--- config.mk ---
export PLATFORM = sky130hd
export DESIGN_NAME = serial_add_ctrl
export DESIGN_NICKNAME = d
export VERILOG_FILES = /design/src/rtl/serial_add_ctrl_pkg.sv /design/src/rtl/serial_add_ctrl_full_adder.sv /design/src/rtl/serial_add_ctrl.sv
export SDC_FILE = /design/constraint.sdc
export NUM_CORES = 1
export LEC_CHECK = 0
export ABC_CLOCK_PERIOD_IN_PS = 3540
export CAP_MARGIN = 20
export CORE_ASPECT_RATIO = 1.5
export CORE_UTILIZATION = 54
export CTS_CLUSTER_DIAMETER = 50
export DETAILED_ROUTE_END_ITERATION = 7
export PLACE_DENSITY = 0.84
export SYNTH_ARGS = -nofsm -noshare
export SYNTH_HDL_FRONTEND = slang
export SYNTH_HIERARCHICAL = 1
export SYNTH_SLANG_ARGS = --single-unit
--- constraint.sdc ---
create_clock -name clk -period 3.54 [get_ports clk]
set_input_delay 0.354 -clock clk [delete_from_list [all_inputs] [get_ports clk]]
set_output_delay 0.354 -clock clk [all_outputs]
set_load 0.03 [all_outputs]
--- src/rtl/serial_add_ctrl_pkg.sv ---
// -----------------------------------------------------------------------------
// serial_add_ctrl_pkg
//   Shared definitions for the bit-serial ALU sequencers.
//   - state_t : controller state encoding (IDLE=0, RUN=1, DONE=2), kept fixed
//               so that future sequencers and checkers share one encoding.
//   - DEFAULT_WIDTH : default operand width of the serial adder.
//   - can_accept() : true in the states where a start request is sampled.
// -----------------------------------------------------------------------------
package serial_add_ctrl_pkg;

    typedef enum logic [1:0] {
        ST_IDLE = 2'd0,
        ST_RUN  = 2'd1,
        ST_DONE = 2'd2
    } state_t;

    localparam int DEFAULT_WIDTH = 8;

    // start is only looked at when no operation is in flight
    function automatic logic can_accept(input state_t s);
        return (s == ST_IDLE) || (s == ST_DONE);
    endfunction

endpackage

--- src/rtl/serial_add_ctrl_full_adder.sv ---
// -----------------------------------------------------------------------------
// halfadder / full_adder
//   1-bit full adder built from two half adders plus an OR of their carries.
//   halfadder ports : a, b (in)  -> s, c (out)
//   full_adder ports: a, b, cin (in) -> s, cout (out)
// -----------------------------------------------------------------------------
module halfadder (
    input  logic a,
    input  logic b,
    output logic s,
    output logic c
);
    assign s = a ^ b;
    assign c = a & b;
endmodule

module full_adder (
    input  logic a,
    input  logic b,
    input  logic cin,
    output logic s,
    output logic cout
);
    logic s0;
    logic c0;
    logic c1;

    halfadder u_ha0 (
        .a (a),
        .b (b),
        .s (s0),
        .c (c0)
    );

    halfadder u_ha1 (
        .a (s0),
        .b (cin),
        .s (s),
        .c (c1)
    );

    // the two half-adder carries can never both be 1
    assign cout = c0 | c1;
endmodule

--- src/rtl/serial_add_ctrl.sv ---
// -----------------------------------------------------------------------------
// serial_add_ctrl
//   Bit-serial adder sequencer: one shared 1-bit full adder processes WIDTH bit
//   positions, LSB first, one bit per clock. Low-area companion to the
//   combinational ALU add path.
//
// Parameters
//   WIDTH  operand/result width (>= 2); CNT_W = $clog2(WIDTH) is derived.
//
// Ports
//   clk, rst_n     clock (rising edge), asynchronous active-low reset
//   start          request, sampled only in IDLE or DONE
//   a, b           operands, captured when start is accepted
//   sub            1 = A-B (honoured only when SERIAL_ADD_SUB_EN is defined)
//   busy           high while the bit loop runs (WIDTH cycles)
//   done           one-cycle pulse; result/cout/overflow valid from here
//   result         sum/difference, held until the next accepted start's
//                  first RUN edge
//   cout           carry out of the MSB (subtract: 1 = no borrow, A>=B)
//   overflow       signed overflow = carry into MSB ^ carry out of MSB
//   dbg_state      current controller state, for debug/checkers
//
// Handshake: start is a level request with no ready signal. It is accepted on
// any rising edge where the controller is in IDLE or DONE; while busy it is
// ignored (not queued). done is a single-cycle completion strobe and needs no
// acknowledge; holding start high in DONE launches the next operation
// back-to-back.
//
// Configuration
//   SERIAL_ADD_SUB_EN defined : sub honoured, subtract = A + ~B + 1.
//   undefined (default)       : sub ignored, always add with carry-in 0.
// -----------------------------------------------------------------------------
module serial_add_ctrl
    import serial_add_ctrl_pkg::*;
#(
    parameter int WIDTH = DEFAULT_WIDTH
) (
    input  logic             clk,
    input  logic             rst_n,
    input  logic             start,
    input  logic [WIDTH-1:0] a,
    input  logic [WIDTH-1:0] b,
    input  logic             sub,
    output logic             busy,
    output logic             done,
    output logic [WIDTH-1:0] result,
    output logic             cout,
    output logic             overflow,
    output state_t           dbg_state
);

    localparam int CNT_W = (WIDTH > 1) ? $clog2(WIDTH) : 1;
    localparam logic [CNT_W-1:0] CNT_LAST = CNT_W'(WIDTH - 1);

    state_t           state;
    state_t           state_nx;
    logic             accept;
    logic             step;
    logic             last;

    logic [WIDTH-1:0] sa;
    logic [WIDTH-1:0] sb;
    logic             carry;
    logic [CNT_W-1:0] cnt;

    logic [WIDTH-1:0] b_in;
    logic             sub_eff;
    logic             fa_s;
    logic             fa_c;

`ifdef SERIAL_ADD_SUB_EN
    // two's complement subtract: invert B and inject carry-in of 1
    assign sub_eff = sub;
    assign b_in    = sub ? ~b : b;
`else
    logic sub_unused;
    assign sub_unused = sub;
    assign sub_eff    = 1'b0;
    assign b_in       = b;
`endif

    full_adder u_fa (
        .a    (sa[0]),
        .b    (sb[0]),
        .cin  (carry),
        .s    (fa_s),
        .cout (fa_c)
    );

    // ---------------------------------------------------------------- FSM
    always_ff @(posedge clk or negedge rst_n) begin
        if (!rst_n) begin
            state <= ST_IDLE;
        end else begin
            state <= state_nx;
        end
    end

    always_comb begin
        state_nx = state;
        accept   = 1'b0;
        step     = 1'b0;
        last     = 1'b0;
        case (state)
            ST_IDLE: begin
                if (start) begin
                    accept   = 1'b1;
                    state_nx = ST_RUN;
                end
            end
            ST_RUN: begin
                step = 1'b1;
                if (cnt == CNT_LAST) begin
                    last     = 1'b1;
                    state_nx = ST_DONE;
                end
            end
            ST_DONE: begin
                if (start) begin
                    accept   = 1'b1;
                    state_nx = ST_RUN;
                end else begin
                    state_nx = ST_IDLE;
                end
            end
            default: begin
                state_nx = ST_IDLE;
            end
        endcase
        // accept is only ever raised in IDLE/DONE; keep the two views tied
        accept = accept & can_accept(state);
    end

    assign busy      = (state == ST_RUN);
    assign done      = (state == ST_DONE);
    assign dbg_state = state;

    // ----------------------------------------------------------- datapath
    always_ff @(posedge clk or negedge rst_n) begin
        if (!rst_n) begin
            sa       <= '0;
            sb       <= '0;
            carry    <= 1'b0;
            cnt      <= '0;
            result   <= '0;
            cout     <= 1'b0;
            overflow <= 1'b0;
        end else if (accept) begin
            // result is left alone here so it stays readable during DONE
            sa    <= a;
            sb    <= b_in;
            carry <= sub_eff;
            cnt   <= '0;
        end else if (step) begin
            // each sum bit enters at the MSB; after WIDTH steps bit 0 is LSB
            result <= {fa_s, result[WIDTH-1:1]};
            sa     <= {1'b0, sa[WIDTH-1:1]};
            sb     <= {1'b0, sb[WIDTH-1:1]};
            carry  <= fa_c;
            cnt    <= cnt + CNT_W'(1);
            if (last) begin
                // at the MSB step, carry holds the carry into the MSB
                cout     <= fa_c;
                overflow <= fa_c ^ carry;
            end
        end
    end

endmodule
==> results by group <==
Finish
  • Post-Layout Cell Count: 192
  • Utilization after layout: 71.1%
  • Net count, final: 177
  • Register area: 801 µm²
  • Share of layout cells above drive strength 1: 15.0%
  • Diode count: 0
  • Layout area overhead: 25.2%
  • Fillers: 224
  • Multi-input logic area: 752 µm²

Route
  • Wirelength per Cell: 16.6 µm
  • Routed vias: 1046
  • Vias per cell: 5.45
  • ANT nets after route: 0
  • DRT iter0 DRCs: 5
  • Residual DRC: 0
  • Pre-antenna DRT Iters: 4
  • DRT Wirelength: 3.19 mm

Yosys
  • Yosys top cell area share: 49.0%
  • Synth area leaders: dfrtp_1 49%, mux2i_1 27%, mux2_2 7.6%
  • Yosys cell types: 22
  • Synthesized area: 1640 µm²
  • Syn nets: 143
  • Syn_area_per_cell: 13.7 µm²
  • Sequential element share of the synthesized area: 49.0%
  • Area leader, netlist: dfrtp_1
  • Syn Inst Count: 119
  • Yosys reg bits: 32
  • Synth warn: 6

Clocking
  • Num CTS Buffers: 5
  • Clk sinks: 32
  • Clock buffer depth: 2
  • Postcts setup bufs: 0
  • Worst-path clk slew: 0.06 ns
  • Skew-Pair Late Insertion Delay: 0.29 ns
  • CTS Hold Buffers Added: 0
  • H-tree Lvls: 2
  • CTS tree: done
  • Post-CTS sizing: 0
  • Root buffer cell: clkbuf_8

Setup path
  • CP Max Fanout: 14
  • CP Data Arrival Time: 2.07 ns
  • Reg2reg end: carry
  • Critical path endpoint category: primary output
  • Worst r2r src: sa[0]
  • Worst setup SP type: register
  • Crit path kind: reg -> out
  • WP data required: 3.19 ns
  • R2R depth: 5
  • R2r setup slk: 1.77 ns

Floorplan
  • Rows: 24
  • Horiz. Die Dim: 46.9 µm
  • Initial Utilization: 56.7%
  • Die area: 3260 µm²
  • Core box area: 2880 µm²
  • Die Ht: 69.4 µm
  • Top-level port count: 34

Place
  • Final Wtd Congestion: 0.754
  • DP Cell Count: 185
  • Post-DP HPWL: 2.10 mm
  • Port-buffer cells: 32

Global route
  • GRT Overall Usage: 23.8%
  • Largest net degree at the start of global routing: 33
  • First-pass GRT wire length: 5.38 mm
  • Initial antenna violation count: 0
  • Vias in the first global route: 1158
  • Grt total ovfl: 0

Timing
  • Final hold violation count: 0
  • Worst Max-Slew Pin Slew: 1.09 ns
  • Relative slew slack: 27.0%
  • Period utilization: 68.6%
  • RSZ-0062 raised after global routing: no
  • Final Skew: 0.00426 ns
  • Achievable Freq: 412 MHz
  • Fin crit period: 2.43 ns
  • Count of pins over their slew limit: 0
  • Setup TNS: 0 ns
  • Final setup viols: 0

Pwr
  • Worst VDD drop: 725 µV
  • PwrDens: 874 nW/µm²
  • Leak: 0.954 nW

Outcome
  • Status: complete, no violations

Run
  • Max-cap violations: 0

Min path
  • HP Class: in -> async
## synthesized netlist by cell type, drive strengths merged
| cell type | number |
|---|---|
| xor2 | 1 |
| ha | 4 |
| xnor2 | 1 |
| and3b | 1 |
| a22o | 4 |
| nand2b | 1 |
| o21ai | 2 |
| nor2b | 1 |
| inv | 2 |
| nor2 | 1 |
| o22ai | 1 |
| mux2 | 13 |
| dfrtp | 32 |
| or2 | 1 |
| buf | 8 |
| nand3 | 2 |
| mux2i | 44 |
## through the flow
stage               total power, W  cell area, µm²  hold slack, ns  setup slack, ns
floorplan                  0.00123            1640          0.0584             1.80
global placement           0.00145            1950           0.471             1.42
detailed placement         0.00150            1950           0.489             1.32
CTS                        0.00182            2050           0.484             1.10
global route               0.00190            2050           0.500             1.01
finish                     0.00179            2050           0.471             1.11
## flip-flops by register name, summed over array words and instances, names as in the netlist
signal	count
cout	1
sa	8
result	8
carry	1
dbg_state	2
cnt	3
overflow	1
sb	8
## cells in the final DEF (no fill, tap or decap)
| master | n |
|---|---|
| nand3_1 | 2 |
| or2_1 | 1 |
| xor2_1 | 1 |
| and3b_2 | 1 |
| inv_1 | 2 |
| nor2b_1 | 1 |
| o21ai_0 | 2 |
| clkdlybuf4s50_1 | 32 |
| mux2_4 | 1 |
| clkbuf_8 | 7 |
| ha_1 | 4 |
| nand2b_1 | 1 |
| o22ai_1 | 1 |
| a22o_1 | 4 |
| mux2_2 | 11 |
| buf_4 | 3 |
| mux2_1 | 1 |
| dfrtp_1 | 32 |
| nor2_1 | 1 |
| mux2i_1 | 44 |
| xnor2_1 | 1 |
## final cells by class
| class | instances | area share [%] |
|---|---|---|
| Sequential cell | 32 | 39.1 |
| Tap cell | 39 | 2.38 |
| Inverter | 2 | 0.367 |
| Clock buffer | 7 | 4.70 |
| Multi-Input combinational cell | 77 | 36.7 |
| Timing Repair Buffer | 35 | 16.7 |
## worst max-delay path, cell delays in order, from the launching register on
cell	delay [ns]
dfrtp_1	0.62
buf_4	0.34
nor2b_1	0.15
clkdlybuf4s50_1	0.67
## logic make-up (layout without fill, tap and decap cells)
logic type | count (synthesis) | after routing | synth area share, %
AOI/OAI and AO/OA | 7 | 7 | 3.14
muxes | 57 | 57 | 36.1
DFF | 32 | 32 | 49.0
buffers and inverters | 10 | 44 | 5.05
and+or+nand+nor | 7 | 7 | 2.60
adders and majority gates | 4 | 4 | 3.06
xor gates and xnor gates | 2 | 2 | 1.07
## worst max-delay path by stage
stage,cells past startpoint,to,slack [ns],from
final,3,done,1.11,dbg_state[1]
after global placement,3,cnt[2],1.42,start
after CTS,3,done,1.10,dbg_state[1]
after detailed placement,3,cnt[0],1.32,start
after floorplan,3,done,1.80,dbg_state[1]
after global routing,3,busy,1.01,dbg_state[1]
## where the power goes
| group | internal [W] | total (W) | switching (W) |
|---|---|---|---|
| Combinational | 0.000423 | 0.000826 | 0.000403 |
| Clock | 0.000173 | 0.000301 | 0.000128 |
| Sequential | 0.000532 | 0.000664 | 0.000131 |
## metal layers
metal	share of wire, %	global-route usage (%)	vias to the layer above
met2	53	37.8	29
li1	-	-	491
met5	0	0	-
met3	5.1	8.33	7
met1	39	27.8	519
met4	2.2	10.5	0
(Power assumes the default switching activity.)
==> variant 1 (config.mk and constraints unchanged) <==
Put a register stage on the outputs `busy` and `done`, with the module's reset. The values now appear one clock later. The other outputs are not delayed to match. Comments in the files are not updated.
--- a/src/rtl/serial_add_ctrl.sv
+++ b/src/rtl/serial_add_ctrl.sv
@@ -132,6 +132,13 @@
     end
 
-    assign busy      = (state == ST_RUN);
-    assign done      = (state == ST_DONE);
+    always_ff @(posedge clk or negedge rst_n) begin
+        if (!rst_n) begin
+            busy <= '0;
+            done <= '0;
+        end else begin
+            busy <= (state == ST_RUN);
+            done <= (state == ST_DONE);
+        end
+    end
     assign dbg_state = state;
 
Function: changed (a bounded check fails within 4 cycles, from zero or initial values and one cycle with rst_n low).
==> variant 1 against the original RTL <==
Power rose by 0.16%; non-clock buffer count did not move; die area rose by 3.3%; register-to-register slack got worse by 0.16 ns; synthesized area rose by 3.4%; combinational power fell by 3.6%; setup slack improved by 0.20 ns; sequential cell count rose by 2; wire length fell by 5.4%; final area rose by 2.5%.
==> variant 1: results <==
detailed_routing:
  firstDrtPassIters: 3
  drtIter0Drc: 11
  drt_wl_total_um: 3010
  wl_per_cell_um: 15.4
synthesis:
  syn_nets: 146
  synthAdderAreaFrac_pct: 2.96
  synth-compound-area-share_pct: 2.96
  yosys-top-cells-area: "dfrtp_1 50%, mux2i_1 26%, mux2_2 7.3%, ha_1 3.0%, a22o_1 1.6%"
  yosys-top-cells-count: "44 x mux2i_1, 34 x dfrtp_1, 11 x mux2_2"
  synth_xor_area_share_pct: 1.04
  muxShareOfSynthArea_pct: 34.9
  ys_seq_area_share_pct: 50.3
  netlist-cell-type-count: 24
worst_setup_path:
  rrSetupSlack_ns: 1.61
  reg2reg_depth: 3
  cp_max_fo: 15
  cp-endpoint: "dbg_state[0]"
  reg2reg_from: "dbg_state[0]$_DFFE_PN0P_"
  crit_arrival_ns: 1.87
  critPathMaxStageDelay_ns: 0.80
  reg2reg_to: "result[6]$_DFFE_PN0P_"
placed_design:
  placed_cell_area_mm2: 0.00201
  placed_cells: 188
  dp_hpwl_um: 2070
  place_ws_ns: 1.43
grt:
  grt_pass1_wl_um: 4730
  grtUsageTotal_pct: 19.9
  antenna_found_initial: 0
  grt_max_degree: 35
timing:
  holdWs_ns: 0.479
  tightest_slew_ns: 1.06
  min_period_ns: 2.23
  finClkSkew_ns: 0.00300
run_status:
  status: "complete, no violations"
pwr:
  ir_worst_vdd_v: 0.000711
  p_comb_mw: 0.796
  pwr-share-comb_pct: 44.4
  p_sw_share_pct: 36.5
  p_leak_nw: 0.980
  power_clock_mw: 0.286
final_layout:
  drive_gt1_share_pct: 14.6
  fin_nets: 180
==> variant 1: per-layer routing <==
layer	share of wire [%]	routed length (um)	GRT usage (%)	up-vias
li1	-	-	-	504
met1	42	1260	23.0	516
met4	1.8	55	8.02	0
met3	4.6	139	6.89	5
met2	52	1560	32.3	29
met5	0	0	0	-
==> variant 1: cell type report <==
cell class	instances	area, um2
Timing Repair Buffer	35	343
Clock inverter	1	5.00
Inverter	2	7.51
Multi-Input combinational cell	78	758
Tap cell	39	48.8
Sequential cell	34	851
Clock buffer	7	86.3
Fill cell	239	843
==> variant 1: cell families after synthesis <==
| logic type | count (synthesis) |
|---|---|
| buffers and inverters | 10 |
| xor gates and xnor gates | 2 |
| adders and majority gates | 4 |
| AOI/OAI and AO/OA | 7 |
| muxes | 57 |
| and+or+nand+nor | 8 |
| DFF | 34 |
==> variant 2 (same flow settings) <==
Made on the original files. `DEFAULT_WIDTH`: 8 -> 16.
--- a/src/rtl/serial_add_ctrl_pkg.sv
+++ b/src/rtl/serial_add_ctrl_pkg.sv
@@ -15,5 +15,5 @@
     } state_t;
 
-    localparam int DEFAULT_WIDTH = 8;
+    localparam int DEFAULT_WIDTH = 16;
 
     // start is only looked at when no operation is in flight
Interface: changed (resized a, b and result); port bits go from 34 to 58. The function was not compared with the original's and may differ.
==> variant 2 against the original RTL <==
The run now ends with DRC left; synthesized area increased by 51%; die area up 49%; via count rose by 92%; setup slack worse by 0.011 ns; sequential cell count increased by 25; cell count is 93% higher; final area grew 56%; wire length is 51% higher; power rose by 66%.
==> variant 2: results <==
final_layout:
  largestRegisters: "result (16), sa (16), sb (16)"
  nFillCells: 326
grt:
  grt_pass1_wl_um: 8170
  grt_max_degree: 60
  grt_pass1_vias: 1890
pwr:
  ir_worst_vdd_v: 0.000696
synthesis:
  synth_xor_area_share_pct: 0.356
  netlist-cell-type-count: 28
  synthAdderAreaFrac_pct: 1.52
  yosys-top-cells-area: "dfrtp_1 58%, nand2_1 16%, a31oi_1 6.4%, nor2_1 4.3%, buf_2 2.4%"
  yosys-top-cells-count: "105 x nand2_1, 57 x dfrtp_1, 28 x nor2_1"
  syn_nets: 309
  avgSynthCellArea_um2: 9.12
detailed_routing:
  drtIter0Drc: 137
  drc: 6
run_status:
  status: "finished with violations"
  violations: "DRC"
timing:
  finClkSkew_ns: 0.00659
cts:
  htree_levels: 3
  clock_insertion_delay_worst_skew_ns: 0.32
  cts_inserted_buffers: 9
placed_design:
  place_congestion: 0.716
  placed_cell_area_mm2: 0.00298
  placed_cells: 355
  port_buffers: 56
==> variant 2: worst paths after layout <==
check,to,cells after the start,from,slack (ns)
max,busy,3,dbg_state[1]$_DFFE_PN0P_,1.10
min,sa[5]$_DFFE_PN0P_,1,rst_n,0.15
max reg2reg,sb[1]$_DFFE_PN0P_,3,dbg_state[0]$_DFFE_PN0P_,1.84
min reg2reg,cnt[3]$_DFFE_PN0P_,1,cnt[3]$_DFFE_PN0P_,0.48
max in group asynchronous,sb[14]$_DFFE_PN0P_,2,rst_n,2.62
min in group clk,cnt[3]$_DFFE_PN0P_,1,cnt[3]$_DFFE_PN0P_,0.48
==> variant 2: kinds of logic after synthesis <==
kind of cell,after synthesis
AND/OR/NAND/NOR,147
flip-flops,57
AO/OA/AOI/OAI,38
buffers and inverters,20
multiplexers,4
adder cells (fa/ha/maj),3
XOR/XNOR,1
==> variant 2: worst register-to-register path, stage by stage (launching register included) <==
cell      delay [ns]
dfrtp_1         0.41
nand2b_2        0.82
o22ai_1         0.24
nor2_1          0.16
==> variant 2: stage by stage <==
stage | setup slack (ns) | total power, mW | utilization, %
after floorplan | 2.03 | 2.00 | -
after global placement | 1.43 | 2.33 | 69.1
after detailed placement | 1.44 | 2.36 | 69.1
after CTS | 1.08 | 3.01 | 73.9
after global routing | 0.966 | 3.19 | 73.9
final | 1.10 | 2.97 | 73.9
==> variant 2: power by group <==
part	internal, mW	switching, mW
Combinational	0.495	0.720
Clock	0.382	0.237
Sequential	0.958	0.181
Total	1.84	1.14
==> variant 2: final cells by class <==
cell class                 instances  area share [%]
clock buffer                      14            5.41
clock inverter                     2            1.10
inverter                           1           0.196
multi-input combinational        193            28.9
sequential                        57            44.7
tap                               46            1.80
timing repair buffer              58            17.9
==> variant 2: layer usage <==
metal	vias to the layer above	track usage [%]	part of all wire, %	routed length, um
li1	988	-	-	-
met1	959	27.8	45	2160
met2	56	35.6	49	2350
met3	5	7.24	5.0	239
met4	0	8.87	1.1	55
met5	-	0	0	0
